[src/rtl/hazard_stall_ctrl_pkg.sv]
// Shared encodings for the pipeline sequencing controller.
// Latency: n/a (types, constants and a helper only).
// Backpressure: n/a.
package hazard_stall_ctrl_pkg;

    // Load-type encoding that marks an EXE-stage instruction as "not a load".
    localparam logic [2:0] DMRD_NOP = 3'b000;

    // Mult/div sequencer states.
    typedef enum logic [1:0] {
        MD_IDLE = 2'b00,
        MD_BUSY = 2'b01,
        MD_DONE = 2'b10
    } md_state_t;

    // True when an operand field is actually read and names the given register.
    function automatic logic reg_match(input logic       use_r,
                                       input logic [4:0] src,
                                       input logic [4:0] dst);
        return use_r && (src == dst);
    endfunction

endpackage

[src/rtl/hazard_stall_ctrl_md_seq.sv]
// Mult/div occupancy sequencer: IDLE -> BUSY (countdown) -> DONE -> IDLE.
// Latency: occupancy from the start cycle to the done cycle is MULT_CYCLES or DIV_CYCLES.
// Backpressure: start is only accepted in IDLE; requests in BUSY/DONE are ignored.
module hazard_stall_ctrl_md_seq
    import hazard_stall_ctrl_pkg::*;
#(
    parameter int MULT_CYCLES = 4,
    parameter int DIV_CYCLES  = 32
) (
    input  logic clk,
    input  logic rstn,
    input  logic start,
    input  logic div,
    output logic busy,
    output logic done
);

    localparam int MAXC = (DIV_CYCLES > MULT_CYCLES) ? DIV_CYCLES : MULT_CYCLES;
    localparam int CW   = $clog2(MAXC) + 1;

    // The start cycle and the done cycle are part of the occupancy, so the
    // countdown only covers the BUSY cycles in between.
    localparam logic [CW-1:0] MULT_LD = CW'(MULT_CYCLES - 2);
    localparam logic [CW-1:0] DIV_LD  = CW'(DIV_CYCLES - 2);
    localparam logic [CW-1:0] CNT_ONE = CW'(1);

    md_state_t      state, state_nxt;
    logic [CW-1:0]  cnt, cnt_nxt;
    logic [CW-1:0]  ld_val;

    // Next-state and countdown decode.
    always_comb begin
        state_nxt = state;
        cnt_nxt   = cnt;
        ld_val    = div ? DIV_LD : MULT_LD;
        case (state)
            MD_IDLE: begin
                if (start) begin
                    cnt_nxt   = ld_val;
                    // A 2-cycle operation has no BUSY cycles at all.
                    state_nxt = (ld_val == '0) ? MD_DONE : MD_BUSY;
                end
            end
            MD_BUSY: begin
                if (cnt == CNT_ONE) begin
                    cnt_nxt   = '0;
                    state_nxt = MD_DONE;
                end else begin
                    cnt_nxt   = cnt - CNT_ONE;
                end
            end
            MD_DONE: begin
                state_nxt = MD_IDLE;
            end
            default: begin
                state_nxt = MD_IDLE;
                cnt_nxt   = '0;
            end
        endcase
    end

    // State and countdown registers.
    always_ff @(posedge clk or negedge rstn) begin
        if (!rstn) begin
            state <= MD_IDLE;
            cnt   <= '0;
        end else begin
            state <= state_nxt;
            cnt   <= cnt_nxt;
        end
    end

    assign busy = (state != MD_IDLE);
    assign done = (state == MD_DONE);

endmodule

[src/rtl/hazard_stall_ctrl.sv]
// Hazard/stall controller: load-use and HI/LO stalls, branch flush, mult/div sequencing.
// Latency: stall/flush/start are combinational; MD_busy/MD_done decode registered state.
// Backpressure: holds PC and IF/ID while a hazard persists; a taken branch overrides any stall.
module hazard_stall_ctrl
    import hazard_stall_ctrl_pkg::*;
#(
    parameter int MULT_CYCLES = 4,
    parameter int DIV_CYCLES  = 32,
    parameter int CNT_W       = 16
) (
    input  logic             clk,
    input  logic             rstn,
    input  logic [4:0]       IFID_rs,
    input  logic [4:0]       IFID_rt,
    input  logic             IFID_use_rs,
    input  logic             IFID_use_rt,
    input  logic             IFID_HiLoUse,
    input  logic [2:0]       IDEXE_DMRd,
    input  logic [4:0]       IDEXE_rd,
    input  logic             IDEXE_MDStart,
    input  logic             IDEXE_MDDiv,
    input  logic             EXE_BrTaken,
    output logic             PC_stall,
    output logic             IFID_stall,
    output logic             IFID_flush,
    output logic             IDEXE_flush,
    output logic             MD_start,
    output logic             MD_busy,
    output logic             MD_done,
    output logic [CNT_W-1:0] stall_cnt
);

    logic md_req;
    logic md_occ;
    logic md_fin;
    logic start_ok;
    logic ld_haz;
    logic hl_haz;
    logic stall;

    // A wrong-path mult/div in EXE must not start the unit.
    assign md_req   = IDEXE_MDStart && !EXE_BrTaken;
    assign start_ok = md_req && !md_occ;

    hazard_stall_ctrl_md_seq #(
        .MULT_CYCLES (MULT_CYCLES),
        .DIV_CYCLES  (DIV_CYCLES)
    ) u_md_seq (
        .clk   (clk),
        .rstn  (rstn),
        .start (md_req),
        .div   (IDEXE_MDDiv),
        .busy  (md_occ),
        .done  (md_fin)
    );

    // Load result is not forwardable until the load reaches MEM; $0 never hazards.
    assign ld_haz = (IDEXE_DMRd != DMRD_NOP) && (IDEXE_rd != 5'd0) &&
                    (reg_match(IFID_use_rs, IFID_rs, IDEXE_rd) ||
                     reg_match(IFID_use_rt, IFID_rt, IDEXE_rd));

    // HI/LO users wait through DONE so they see the written result.
    assign hl_haz = IFID_HiLoUse && (start_ok || md_occ);

    assign stall  = (ld_haz || hl_haz) && !EXE_BrTaken;

    // Combinational outputs are forced low while reset is held.
    assign PC_stall    = rstn && stall;
    assign IFID_stall  = rstn && stall;
    assign IFID_flush  = rstn && EXE_BrTaken;
    assign IDEXE_flush = rstn && (stall || EXE_BrTaken);
    assign MD_start    = rstn && start_ok;
    assign MD_busy     = md_occ;
    assign MD_done     = md_fin;

    // Saturating count of stalled cycles.
    always_ff @(posedge clk or negedge rstn) begin
        if (!rstn) begin
            stall_cnt <= '0;
        end else if (stall && (stall_cnt != {CNT_W{1'b1}})) begin
            stall_cnt <= stall_cnt + {{(CNT_W-1){1'b0}}, 1'b1};
        end
    end

endmodule

[config.mk]
export PLATFORM = sky130hd
export DESIGN_NAME = hazard_stall_ctrl
export DESIGN_NICKNAME = d
export VERILOG_FILES = /design/src/rtl/hazard_stall_ctrl_pkg.sv /design/src/rtl/hazard_stall_ctrl_md_seq.sv /design/src/rtl/hazard_stall_ctrl.sv
export SDC_FILE = /design/constraint.sdc
export NUM_CORES = 1
export LEC_CHECK = 0
export ABC_AREA = 1
export CORE_UTILIZATION = 45
export DETAILED_ROUTE_END_ITERATION = 7
export PLACE_DENSITY = 0.72
export SLEW_MARGIN = 30
export SYNTH_ARGS = -nofsm -noshare
export SYNTH_HDL_FRONTEND = slang
export SYNTH_HIERARCHICAL = 1
export SYNTH_SLANG_ARGS = --single-unit
[constraint.sdc]
create_clock -name clk -period 3.43 [get_ports clk]
set_input_delay 0.686 -clock clk [delete_from_list [all_inputs] [get_ports clk]]
set_output_delay 0.686 -clock clk [all_outputs]
set_load 0.01 [all_outputs]
Yosys cells after proc, flatten, opt, wreduce, memory -nomap -nowiden
Index checks and enable logic that the tools add are counted.
{"block": "op_classes", "n_mux": 8, "eq_ne": 8, "n_addsub": 2, "bitwise_logic": 1, "n_reduce_logical": 26}
{"operator": "one-hot mux 6 bit (3 select lines)", "n": 1}
{"operator": "adder 16 x 1 -> 16 bit (second input constant)", "n": 1}
{"operator": "!= test 16 bit (second input constant)", "n": 1}
{"operator": "logical AND 1 bit", "n": 13}
{"operator": "2-to-1 mux 6 bit", "n": 2}
{"operator": "== test 5 bit", "n": 2}
{"operator": "== test 6 x 1 -> 1 bit (second input constant)", "n": 1}
{"operator": "zero test 6 bit", "n": 1}
{"operator": "2-to-1 mux 2 bit", "n": 3}
{"operator": "subtractor 6 x 1 -> 6 bit (second input constant)", "n": 1}
{"operator": "2-to-1 mux 5 bit", "n": 1}
{"operator": "nonzero test 5 bit", "n": 1}
{"operator": "logical OR 1 bit", "n": 4}
{"operator": "one-hot mux 2 bit (2 select lines)", "n": 1}
{"operator": "AND reduction 2 bit", "n": 2}
{"operator": "nonzero test 3 bit", "n": 1}
{"operator": "== test 2 x 1 -> 1 bit (second input constant)", "n": 1}
{"operator": "== test 2 bit (second input constant)", "n": 1}
{"operator": "zero test 1 bit", "n": 2}
{"operator": "zero test 2 bit", "n": 1}
{"operator": "!= test 2 x 1 -> 1 bit (second input constant)", "n": 1}
{"operator": "!= test 2 bit (second input constant)", "n": 1}
{"operator": "nonzero test 2 bit", "n": 1}
{"operator": "NOT 1 bit", "n": 1}
{"block": "word_totals", "reg_bits": 24, "output_inout_bits": 23, "word_cells": 48}

Depth between registers and ports, before layout
Gate-level depths: netlist (run 1).
{"block": "logic_depth", "ltp_word": 9, "mapped_depth": 13}

By module
The synthesis (run 1) kept the hierarchy.
{"module": "hazard_stall_ctrl", "instances": 1, "area_each_um2": 1355.0, "cells_each": 208, "seq_area_each_um2": 400.4}
{"module": "hazard_stall_ctrl_md_seq", "instances": 1, "area_each_um2": 469.2, "cells_each": 62, "seq_area_each_um2": 200.2}

Worst setup path after synthesis (run 1)
Ideal clock, no wire load.
{"block": "synth_timing", "path_kind": "input port to output port", "start": "in IDEXE_rd[2]", "end": "out PC_stall", "t_arrival_ns": 1.735, "required_time_ns": 2.744, "n_path_buf": 3, "path_slack_ns": 1.009, "path_stages": 13, "path_cell_list": "inv_1 -> nand2_1 -> nand2_1 -> nor2_1 -> nand3_1 -> nand2_1 -> nand2_2 -> nand2_2 -> buf_6 -> buf_8 -> nand2_1 -> nor2_2 -> buf_4"}
{"block": "synth_between", "elab_chain_cells": 7, "word_cells_on_any_way": 11, "classes_between": "2 x eq/ne; 9 x reduce/logical"}
{"element": "start: declaration", "line_no": "hazard_stall_ctrl.sv:19", "rtl": "input logic [4:0] IDEXE_rd,"}
{"element": "== test 5 bit", "line_no": "hazard_stall_ctrl_pkg.sv:20", "rtl": "return use_r && (src == dst);"}
{"element": "logical AND 1 bit", "line_no": "hazard_stall_ctrl_pkg.sv:20"}
{"element": "logical OR 1 bit", "line_no": "hazard_stall_ctrl.sv:59", "rtl": "(reg_match(IFID_use_rs, IFID_rs, IDEXE_rd) ||"}
{"element": "logical AND 1 bit *", "line_no": "hazard_stall_ctrl.sv:58", "rtl": "assign ld_haz = (IDEXE_DMRd != DMRD_NOP) && (IDEXE_rd != 5'd0) &&"}
{"element": "logical OR 1 bit *", "line_no": "hazard_stall_ctrl.sv:65", "rtl": "assign stall = (ld_haz || hl_haz) && !EXE_BrTaken;"}
{"element": "logical AND 1 bit *", "line_no": "hazard_stall_ctrl.sv:65"}
{"element": "logical AND 1 bit *"}
{"element": "end: declaration", "line_no": "hazard_stall_ctrl.sv:23", "rtl": "output logic PC_stall,"}
Mark *: on every way between the ends. The rest lies on a longest branch, timed or not.

Final worst setup path (run 1)
{"block": "layout_timing", "start": "in IDEXE_rd[4]", "end": "out PC_stall"}
{"block": "layout_between", "elab_chain_cells": 7, "word_cells_on_any_way": 11, "classes_between": "2 x eq/ne; 9 x reduce/logical"}
{"element": "== test 5 bit", "line_no": "hazard_stall_ctrl_pkg.sv:20"}
{"element": "logical AND 1 bit", "line_no": "hazard_stall_ctrl_pkg.sv:20"}
{"element": "logical OR 1 bit", "line_no": "hazard_stall_ctrl.sv:59"}
{"element": "logical AND 1 bit *", "line_no": "hazard_stall_ctrl.sv:58"}
{"element": "logical OR 1 bit *", "line_no": "hazard_stall_ctrl.sv:65"}
{"element": "logical AND 1 bit *", "line_no": "hazard_stall_ctrl.sv:65"}
{"element": "logical AND 1 bit *", "line_no": "hazard_stall_ctrl.sv:68", "rtl": "assign PC_stall = rstn && stall;"}
Marks and branches as above.

==> results of run 1 <==
==> kinds of logic (layout without fill, tap and decap cells) <==
group,count (synthesis),after routing
buffers and inverters,42,90
AND/OR/NAND/NOR,181,181
AO/OA/AOI/OAI,9,9
adder cells (fa/ha/maj),3,3
XOR/XNOR,11,11
flip-flops,24,24
==> sequential cells by signal (all words and copies together) (netlist names) <==
name	cells
stall_cnt	16
u_md_seq/cnt	6
u_md_seq/state	2
==> stage by stage <==
| step | hold WS (ps) | cell area [um^2] | cells | setup slack [ps] |
|---|---|---|---|---|
| after floorplan | 390 | 1820 | 270 | 1010 |
| after global placement | 475 | 2330 | 362 | 312 |
| after detailed placement | 490 | 2330 | 362 | 293 |
| after CTS | 508 | 2400 | 366 | 281 |
| after global routing | 560 | 2400 | 366 | 119 |
| final | 502 | 2400 | 366 | 304 |
==> where the power goes <==
group / total [mW] / internal, mW / switching (mW)
combinational: 0.522 / 0.235 / 0.286
sequential: 0.444 / 0.351 / 0.0929
clock: 0.251 / 0.156 / 0.0946
total: 1.22 / 0.742 / 0.474
==> cell usage after synthesis <==
master and number:
nand2_1 108, inv_1 28, dfrtp_1 24, nor2_1 22, nand4_1 20, nand3_1 10, inv_2 7, nor2_2 6
xor2_1 6, nand2_2 5, xnor2_1 5, buf_2 3, ha_1 3, nand3_2 3, o21ai_1 3, buf_6 2
nor2_4 2, nor3_1 2, a21oi_2 1, a31oi_1 1, buf_4 1, buf_8 1, nand3b_1 1, nand4_4 1
nor3_4 1, o21ai_0 1, o21bai_1 1, o221ai_1 1, o31ai_1 1
==> final timing paths <==
path | cells past startpoint | end | start
max | 12 | PC_stall | IDEXE_rd[4]
min | 2 | stall_cnt[15] | stall_cnt[15]
max reg2reg | 7 | stall_cnt[1] | stall_cnt[0]
min reg2reg | 2 | stall_cnt[15] | stall_cnt[15]
max in group asynchronous | 2 | stall_cnt[11] | rstn
min in group asynchronous | 2 | u_md_seq/state[1] | rstn
==> critical path, cell delays in order <==
cell and delay, ps:
clkdlybuf4s50_1 510, inv_2 50, nand2_1 50, nand2_1 50, nor2_1 110, nand3_1 70
nand2_1 70, nand2_2 60, nand2_2 60, nand2_1 60, nor2_2 110, clkdlybuf4s50_1 550
==> area by class of cell <==
| class | instances | share of cell area (%) |
|---|---|---|
| multi-input combinational | 204 | 43.0 |
| sequential | 24 | 25.0 |
| inverter | 35 | 5.48 |
| tap | 48 | 2.50 |
| clock inverter | 1 | 1.25 |
| timing repair buffer | 51 | 21.0 |
| clock buffer | 3 | 1.72 |
==> layer usage <==
metal | wire length [um] | part of all wire [%] | vias to the layer above | track usage, %
met2 | 2010 | 49 | 43 | 36.1
met3 | 202 | 5.0 | 7 | 3.30
li1 | - | - | 953 | -
met1 | 1790 | 44 | 762 | 24.7
met4 | 65 | 1.6 | 0 | 7.88
met5 | 0 | 0 | - | 0
==> metrics.md, run 1 <==
| Metric | Value |
|---|---|
| Status | `completed` |
| Max clock buf depth | `2` |
| Average size of a mapped cell | `6.76 um^2` |
| Port Buf Inserts | `48` |
| DRC Markers | `0` |
| Yosys warnings | `6` |
| Setup TNS Final | `0 ps` |
| I/O Pins | `49` |
| Share of layout cells above drive strength 1 | `10.4%` |
| #FFs+latches synth | `24` |
| Max Cap Viol | `0` |
| 1st-iter DRT viols | `150` |
| Commonest non-fill, non-tap cell in the layout | `nand2_1` |
| CP Launch Type | `input port` |
| Synth Area in Simple Gates | `a little under half` |
| Vias in the first global route | `1623` |
| CP Max Fanout | `3` |
| Routability cong. | `approximately 0.89` |
| Post-synthesis compound-gate area fraction | `3.22%` |
| Synthesized area | `1820 um^2` |
| Core footprint | `3770 um^2` |
| Setup bufs post-CTS | `0` |
| Slew Viols, Final | `0` |
| Worst min path class | `reg -> reg` |
| PD cells | `507 nW/um^2` |
| Fmax | `320 MHz` |
| Number of fill cells | `364` |
| Worst slew margin | `around 80%` |
| Syn nets | `299` |
| Detailed Place HPWL | `3190 um` |
| Post-synthesis sequential area ratio | `32.9%` |
| Final period util | `91.1%` |
| Utilization after layout | `63.6%` |
| Seq. cell area | `601 um^2` |
| Diodes inserted | `0` |
| Crit path time final | `~3100 ps` |
| Detailed Route WL | `4060 um` |
| Area of the multi-input gates | `just over 1000 um^2` |
| First-pass GRT wire length | `~7000 um` |
| Routed vias | `1765` |
| Total power | `1.22 mW` |
| WL/cell | `roughly 11 um` |
| RSZ-0062 raised after global routing | `false` |
| Clock skew after layout | `1.07 ps` |
| Final Net Count | `348` |
| Clk root buf | `clkbuf_8` |
| Clock transition at path regs | `approximately 90 ps` |
| Area Growth Syn to Fin | `31.5%` |
| DRT Pass-1 Iters | `4` |
| Die area | `roughly 4300 um^2` |
| Crit path DAT | `2440 ps` |
| Clk sinks | `24` |
| Synth Area in Adders | `2.06%` |
| R2R setup slack | `1630 ps` |
| Critical path class | `in -> out` |
| Initial Utilization | `48.4%` |
| CTS tree | `done` |
| Worst skew pair latency | `270 ps` |
| Synth top area cells | `dfrtp_1, nand2_1, nand4_1` |
| Die width | `65.7 um` |
| Tot GR Track Use | `20.5%` |
| Largest family of logic cells by synthesized area | `simple AND/OR/NAND/NOR gates` |
| Fin. Hold Viols | `0` |
| Largest net degree at the start of global routing | `25` |
| Post-synth top area cell | `dfrtp_1` |
| CTS Hold Buffers Added | `0` |
| Critical Path RT | `2740 ps` |
| CP endpoint kind | `primary output` |
| Cell count after synthesis | `270` |
| Slew @ Worst Pin | `between 300 and 400 ps` |
| Commonest cells after routing, fill and taps aside | `nand2_1, clkdlybuf4s50_1, inv_1` |
| Post-synthesis mux area share | `0%` |
| Worst vdd ir | `0.336 mV` |
| Unique masters post-synth | `29` |
| Synth top area share | `between 30% and 40%` |
| Initial antenna violation count | `0` |
| Num CTS Buffers | `3` |
| Antenna-violating nets left | `0` |
| Die Y | `about 66 um` |
| Leak Pwr | `between 1 and 1.5 nW` |
| Cts repair resizes | `0` |
| GR Overflow Total | `0` |
| # rows | `22` |
| Final setup fails | `0` |
| XOR/XNOR share of the synthesized area | `about 5.3%` |
| H-tree Lvls | `1` |
| Drt via density | `4.82` |
Power figures use the tool's default switching activity.
==> inputs of run 2 (changes only) <==
- CAP_MARGIN: not set -> 15
- SETUP_SLACK_MARGIN: not set -> 0.5
- SYNTH_HIERARCHICAL: 1 -> not set
==> run 2 against run 1 <==
First-iteration DRC count fell by 33%. Critical endpoint is now IDEXE_flush. Largest power group is now registers. Routed wire length down 2.7%. Die area fell by 1.9%. Via count down 1.8%. Global-route usage increased by 1.1 points.
==> metrics.md, run 2 <==
| Metric | Value |
|---|---|
| Status | `completed` |
| Syn nets | `291` |
| Share of layout cells above drive strength 1 | `10.3%` |
| CP endpoint kind | `primary output` |
| Synth top area cells | `dfrtp_1, nand2_1, inv_1` |
| Largest register FFs | `16` |
| Slew @ Worst Pin | `503 ps` |
| Clk root buf | `clkbuf_8` |
| Synthesized area | `1790 um^2` |
| Commonest cells after routing, fill and taps aside | `nand2_1, clkdlybuf4s50_1, inv_1` |
| Post-synthesis sequential area ratio | `between 30% and 40%` |
| Commonest non-fill, non-tap cell in the layout | `nand2_1` |
| Diodes inserted | `0` |
| Worst slew margin | `between 60% and 70%` |
| Vias in the first global route | `roughly 1700` |
| WL/cell | `11.0 um` |
| Fraction of registers with async set/reset | `100%` |
| GR Overflow Total | `0` |
| Die Y | `65.0 um` |
| CP Max Fanout | `4` |
| Final setup fails | `0` |
| # rows | `22` |
| Clk sinks | `24` |
| Largest net degree at the start of global routing | `26` |
| Slew Viols, Final | `0` |
| Routed vias | `1734` |
| Main flop type after synthesis | `dfrtp_1` |
| FF-to-FF Start | `stall_cnt[0]` |
| Reg with most FFs | `stall_cnt` |
| CTS Hold Buffers Added | `0` |
| Inst Count DP | `354` |
| Port Buf Inserts | `48` |
| Area Growth Syn to Fin | `33.0%` |
| Die area | `approximately 4200 um^2` |
| Cell count after synthesis | `262` |
| Worst vdd ir | `0.167 mV` |
| DRT Pass-1 Iters | `4` |
| H-tree Lvls | `1` |
| Routability cong. | `0.793` |
| Initial Utilization | `47.8%` |
| RSZ-0062 raised after global routing | `false` |
| Worst min path class | `reg -> reg` |
| EDFF count, synth | `0` |
| Max clock buf depth | `2` |
| Top post-synthesis cells by count | `nand2_1, inv_1, nor2_1, dfrtp_1, nand4_1` |
| Core footprint | `around 3700 um^2` |
| Final period util | `between 80% and 90%` |
| Critical hold path startpoint | `u_md_seq.cnt[0]` |
| Fin. Hold Viols | `0` |
| Worst skew pair latency | `270 ps` |
| Num CTS Buffers | `3` |
| First-pass GRT wire length | `around 7200 um` |
| Setup TNS Final | `0 ps` |
| Crit path time final | `roughly 2800 ps` |
| Layout Cells excl Fill | `358` |
| Fmax | `364 MHz` |
| I/O Pins | `49` |
| Synth top area share | `33.6%` |
| Detailed Route WL | `3950 um` |
| Final Net Count | `340` |
| Crit path DAT | `2060 ps` |
| Critical path class | `in -> out` |
| Drt via density | `4.84` |
| Clock transition at path regs | `90 ps` |
| Die width | `65.0 um` |
| Number of fill cells | `about 370` |
| Yosys warnings | `0` |
| Utilization after layout | `63.5%` |
| Critical Path RT | `2740 ps` |
| Leak Pwr | `around 1.2 nW` |
| #FFs+latches synth | `24` |
| Unique masters post-synth | `28` |
| Crit path from | `IDEXE_rd[2]` |
| CP Launch Type | `input port` |
| 1st-iter DRT viols | `100` |
| Initial antenna violation count | `0` |
| Antenna-violating nets left | `0` |
| Average size of a mapped cell | `6.82 um^2` |
| Top-count cell post-synth | `nand2_1` |
| Tot GR Track Use | `21.6%` |
| Biggest regs | `stall_cnt: 16 flops, u_md_seq.cnt: 6 flops, u_md_seq.state: 2 flops` |
| PD cells | `328 nW/um^2` |
| Max Cap Viol | `0` |
| Detailed Place HPWL | `3000 um` |
| DRC Markers | `0` |
| CTS tree | `done` |
| Minimum hold slack | `around 530 ps` |
| Clock skew after layout | `4.55 ps` |
| Post-synth top area cell | `dfrtp_1` |
| Total power | `0.779 mW` |
[run 2: layout make-up]
class                      instances  area [um^2]  share of cell area (%)
tap                               48         60.1                    2.53
inverter                          40          150                    6.32
multi-input combinational        191          987                    41.5
clock buffer                       3         41.3                    1.74
clock inverter                     1         30.0                    1.26
sequential                        24          601                    25.3
timing repair buffer              51          508                    21.4
[run 2: worst max-delay path: stages]
cell and delay (ps):
clkdlybuf4s50_1 490, inv_2 50, nand2_1 70, nand2_1 50
nor2_1 90, nand3_1 80, nand2_1 70, nand2_2 70
a31oi_1 120, dlygate4sd2_1 290
[run 2: worst paths after layout]
path,to,slack (ps),depth (start not counted)
worst max-delay path,IDEXE_flush,680,10
worst min-delay path,u_md_seq.cnt[0],530,1
worst max register to register,stall_cnt[3],1790,7
worst min register to register,u_md_seq.cnt[0],530,1
max in group asynchronous,stall_cnt[1],2350,2
min in group asynchronous,u_md_seq.cnt[0],840,2
[run 2: cell families (layout without fill, tap and decap cells)]
| logic type | Yosys count | after routing | share of synthesized area, % |
|---|---|---|---|
| DFF | 24 | 24 | 33.6 |
| and+or+nand+nor | 166 | 166 | 43.8 |
| adders and majority gates | 3 | 3 | 2.10 |
| buffers and inverters | 47 | 95 | 11.3 |
| AOI/OAI and AO/OA | 10 | 10 | 3.29 |
| xor gates and xnor gates | 12 | 12 | 5.88 |
[run 2: power breakdown]
group	leakage [nW]	switching, mW	internal, mW
Clock	0.0357	0.0951	0.156
Sequential	0.310	0.0338	0.305
Combinational	0.889	0.0870	0.102
Total	1.23	0.216	0.563
[run 2: through the flow]
stage	instance area, um^2	worst slack [ps]
3_5_place_dp	2300	205
4_1_cts	2370	513
2_1_floorplan	1790	1020
6_report	2380	679
5_1_grt	2380	538
3_3_place_gp	2300	227
[run 2: what timing repair did]
| action | in CTS | in global routing |
|---|---|---|
| resized for setup | 5 | 9 |
| setup buffers | 0 | 0 |
| setup endpoints to repair | 4 | 3 |
[run 2: metal layers]
layer  share of wire [%]  wire length [um]  GRT usage, %  vias to the layer above
met5                   0                 0             0                        -
met4                 1.3                52          7.61                        0
met3                 3.3               132          3.35                        5
met2                  47              1880          36.7                       36
met1                  48              1890          27.7                      771
li1                    -                 -             -                      922
==> inputs of run 3 (changes only) <==
- CORE_UTILIZATION: 45 -> 44
- PLACE_DENSITY: 0.72 -> 0.74
- clock period: 3.43 -> 2.48 ns (I/O delays scaled with it)
==> run 3 against run 2 <==
Sequential share of layout area up 0.17 points. Power up 28%. Global-route usage down 1.4 points. Die area up 2.2%. Setup slack worse by 120 ps. Non-clock buffer count up 6. Via count up 4.9%. Combinational power up 39%. First-iteration DRC count up 39%. Routed wire length up 0.78%. Critical path depth up 2. Largest cell class unchanged.
==> metrics.md, run 3 (same netlist as run 2, synthesis figures left out) <==
| Metric | Value |
|---|---|
| Status | `completed` |
| CP endpoint kind | `primary output` |
| GR Overflow Total | `0` |
| Biggest regs | `stall_cnt: 16 flops, u_md_seq.cnt: 6 flops, u_md_seq.state: 2 flops` |
| Diodes inserted | `0` |
| Worst skew pair latency | `around 270 ps` |
| CP Max Fanout | `3` |
| Critical Path RT | `1980 ps` |
| Top delay family on crit path | `simple AND/OR/NAND/NOR gates` |
| Die area | `about 4300 um^2` |
| Placed cell areas | `~2300 um^2` |
| Max clock buf depth | `2` |
| Slew @ Worst Pin | `550 ps` |
| Grt met1 use | `25.8%` |
| Routability cong. | `0.849` |
| Port Buf Inserts | `between 40 and 50` |
| Vias in the first global route | `approximately 1600` |
| GRT met3 Usage | `3.47%` |
| Number of fill cells | `349` |
| Reg with most FFs | `stall_cnt` |
| Share of layout cells above drive strength 1 | `20.9%` |
| Fmax | `521 MHz` |
| Fin. Hold Viols | `0` |
| Setup TNS Final | `0 ps` |
| FF-to-FF Start | `stall_cnt[0]` |
| Routed vias | `about 1800` |
| Critical path class | `in -> out` |
| Worst vdd ir | `0.178 mV` |
| DRT Pass-1 Iters | `4` |
| RSZ-0062 raised after global routing | `true` |
| Leak Pwr | `1.25 nW` |
| # rows | `22` |
| Tot GR Track Use | `20.2%` |
| Slew Viols, Final | `0` |
| CTS Hold Buffers Added | `0` |
| CP cell instances | `buf_4 -> inv_2 -> nand2_1 -> nand2_1 -> nor2_1 -> nand3_1 -> nand2_1 -> nand2_2 -> nand2_4 -> nand2_2 -> nor2_2 -> buf_2` |
| Largest net degree at the start of global routing | `23` |
| Final Cell Area | `2360 um^2` |
| Initial antenna violation count | `0` |
| Crit path DAT | `between 1000 and 1500 ps` |
| Die width | `65.7 um` |
| Final Net Count | `346` |
| First-pass GRT wire length | `6840 um` |
| Worst Path Buf+Inv | `3` |
| Worst min path class | `in -> async` |
| DRC Markers | `0` |
| Area Growth Syn to Fin | `32.1%` |
| CP Launch Type | `input port` |
| Detailed Place HPWL | `approximately 3000 um` |
| Detailed Route WL | `3980 um` |
| Final setup fails | `0` |
| Area of the multi-input gates | `approximately 1000 um^2` |
| Utilization after layout | `62.6%` |
| H-tree Lvls | `1` |
| WL/cell | `10.9 um` |
| Crit path time final | `between 1500 and 2000 ps` |
| Slowest cell on the critical path | `buf_2` |
| Die Y | `65.7 um` |
| PD cells | `approximately 420 nW/um^2` |
| Seq. cell area | `601 um^2` |
| Antenna-violating nets left | `0` |
| M2 GR Usage | `between 30% and 40%` |
| Final period util | `between 70% and 80%` |
| Num CTS Buffers | `3` |
| Commonest cells after routing, fill and taps aside | `nand2_1, inv_1, dfrtp_1` |
| Largest register FFs | `16` |
| I/O Pins | `between 40 and 50` |
| Total power | `around 1.0 mW` |
| Commonest non-fill, non-tap cell in the layout | `nand2_1` |
| Crit path from | `IDEXE_rd[4]` |
| Max incr delay on CP | `140 ps` |
| Clock transition at path regs | `around 90 ps` |
| Worst slew margin | `a little over three fifths` |
| Clk root buf | `clkbuf_8` |
| Max Cap Viol | `0` |
| Core footprint | `~3800 um^2` |
| GRT busiest layer | `met2` |
| CTS tree | `done` |
| 1st-iter DRT viols | `roughly 140` |
| Initial Utilization | `a little under half` |
| Most used cell, CP | `nand2_1` |
| Clock skew after layout | `3.87 ps` |
| Clk sinks | `24` |
| Minimum hold slack | `between 300 and 400 ps` |
| Drt via density | `~5` |
[run 3: changes by cell type in the layout (fill, tap and decap cells not counted), sizes merged]
cell | previous run | this run
buf | 3 | 26
dlygate4sd2 | 2 | 8
clkdlybuf4s50 | 42 | 20
bufinv | 1 | 0
clkbuf | 5 | 6
clkdlybuf4s15 | 0 | 1
dlymetal6s2s | 2 | 0
[run 3: final timing paths]
kind	slack (ps)	cells past startpoint	end
min reg2reg	530	2	stall_cnt[14]
max	560	12	PC_stall
max reg2reg	840	7	stall_cnt[2]
max in group asynchronous	1870	2	u_md_seq.cnt[4]
min in group clk	530	2	stall_cnt[14]
min	310	2	stall_cnt[9]
[run 3: layout make-up]
| class | count | area share (%) |
|---|---|---|
| Timing Repair Buffer | 57 | 20.5 |
| Tap cell | 48 | 2.54 |
| Inverter | 40 | 6.36 |
| Sequential cell | 24 | 25.4 |
| Multi-Input combinational cell | 191 | 42.9 |
| Clock buffer | 4 | 2.33 |
[run 3: metrics by stage]
step | cells | setup slack (ps)
CTS | 363 | 499
detailed placement | 358 | -275
finish | 364 | 562
global placement | 358 | -274
global route | 364 | 478
floorplan | 262 | 519
[run 3: report_power, final]
part	leakage (nW)	switching, mW	total, mW	internal, mW
sequential	0.310	0.0475	0.469	0.421
clock	0.0288	0.126	0.267	0.142
combinational	0.913	0.127	0.263	0.136
total	1.25	0.300	0.999	0.699
[run 3: per-layer routing]
layer / routed length, um / part of all wire (%)
met2: 1890 / 47
met1: 1860 / 47
met4: 47 / 1.2
met3: 191 / 4.8
met5: 0 / 0
[run 3: repair_timing]
action	in CTS	in global routing
resized for setup	82	22
endpoints found under the hold margin	0	0
pin swaps	29	17
setup buffers	1	1
setup endpoints to repair	16	15
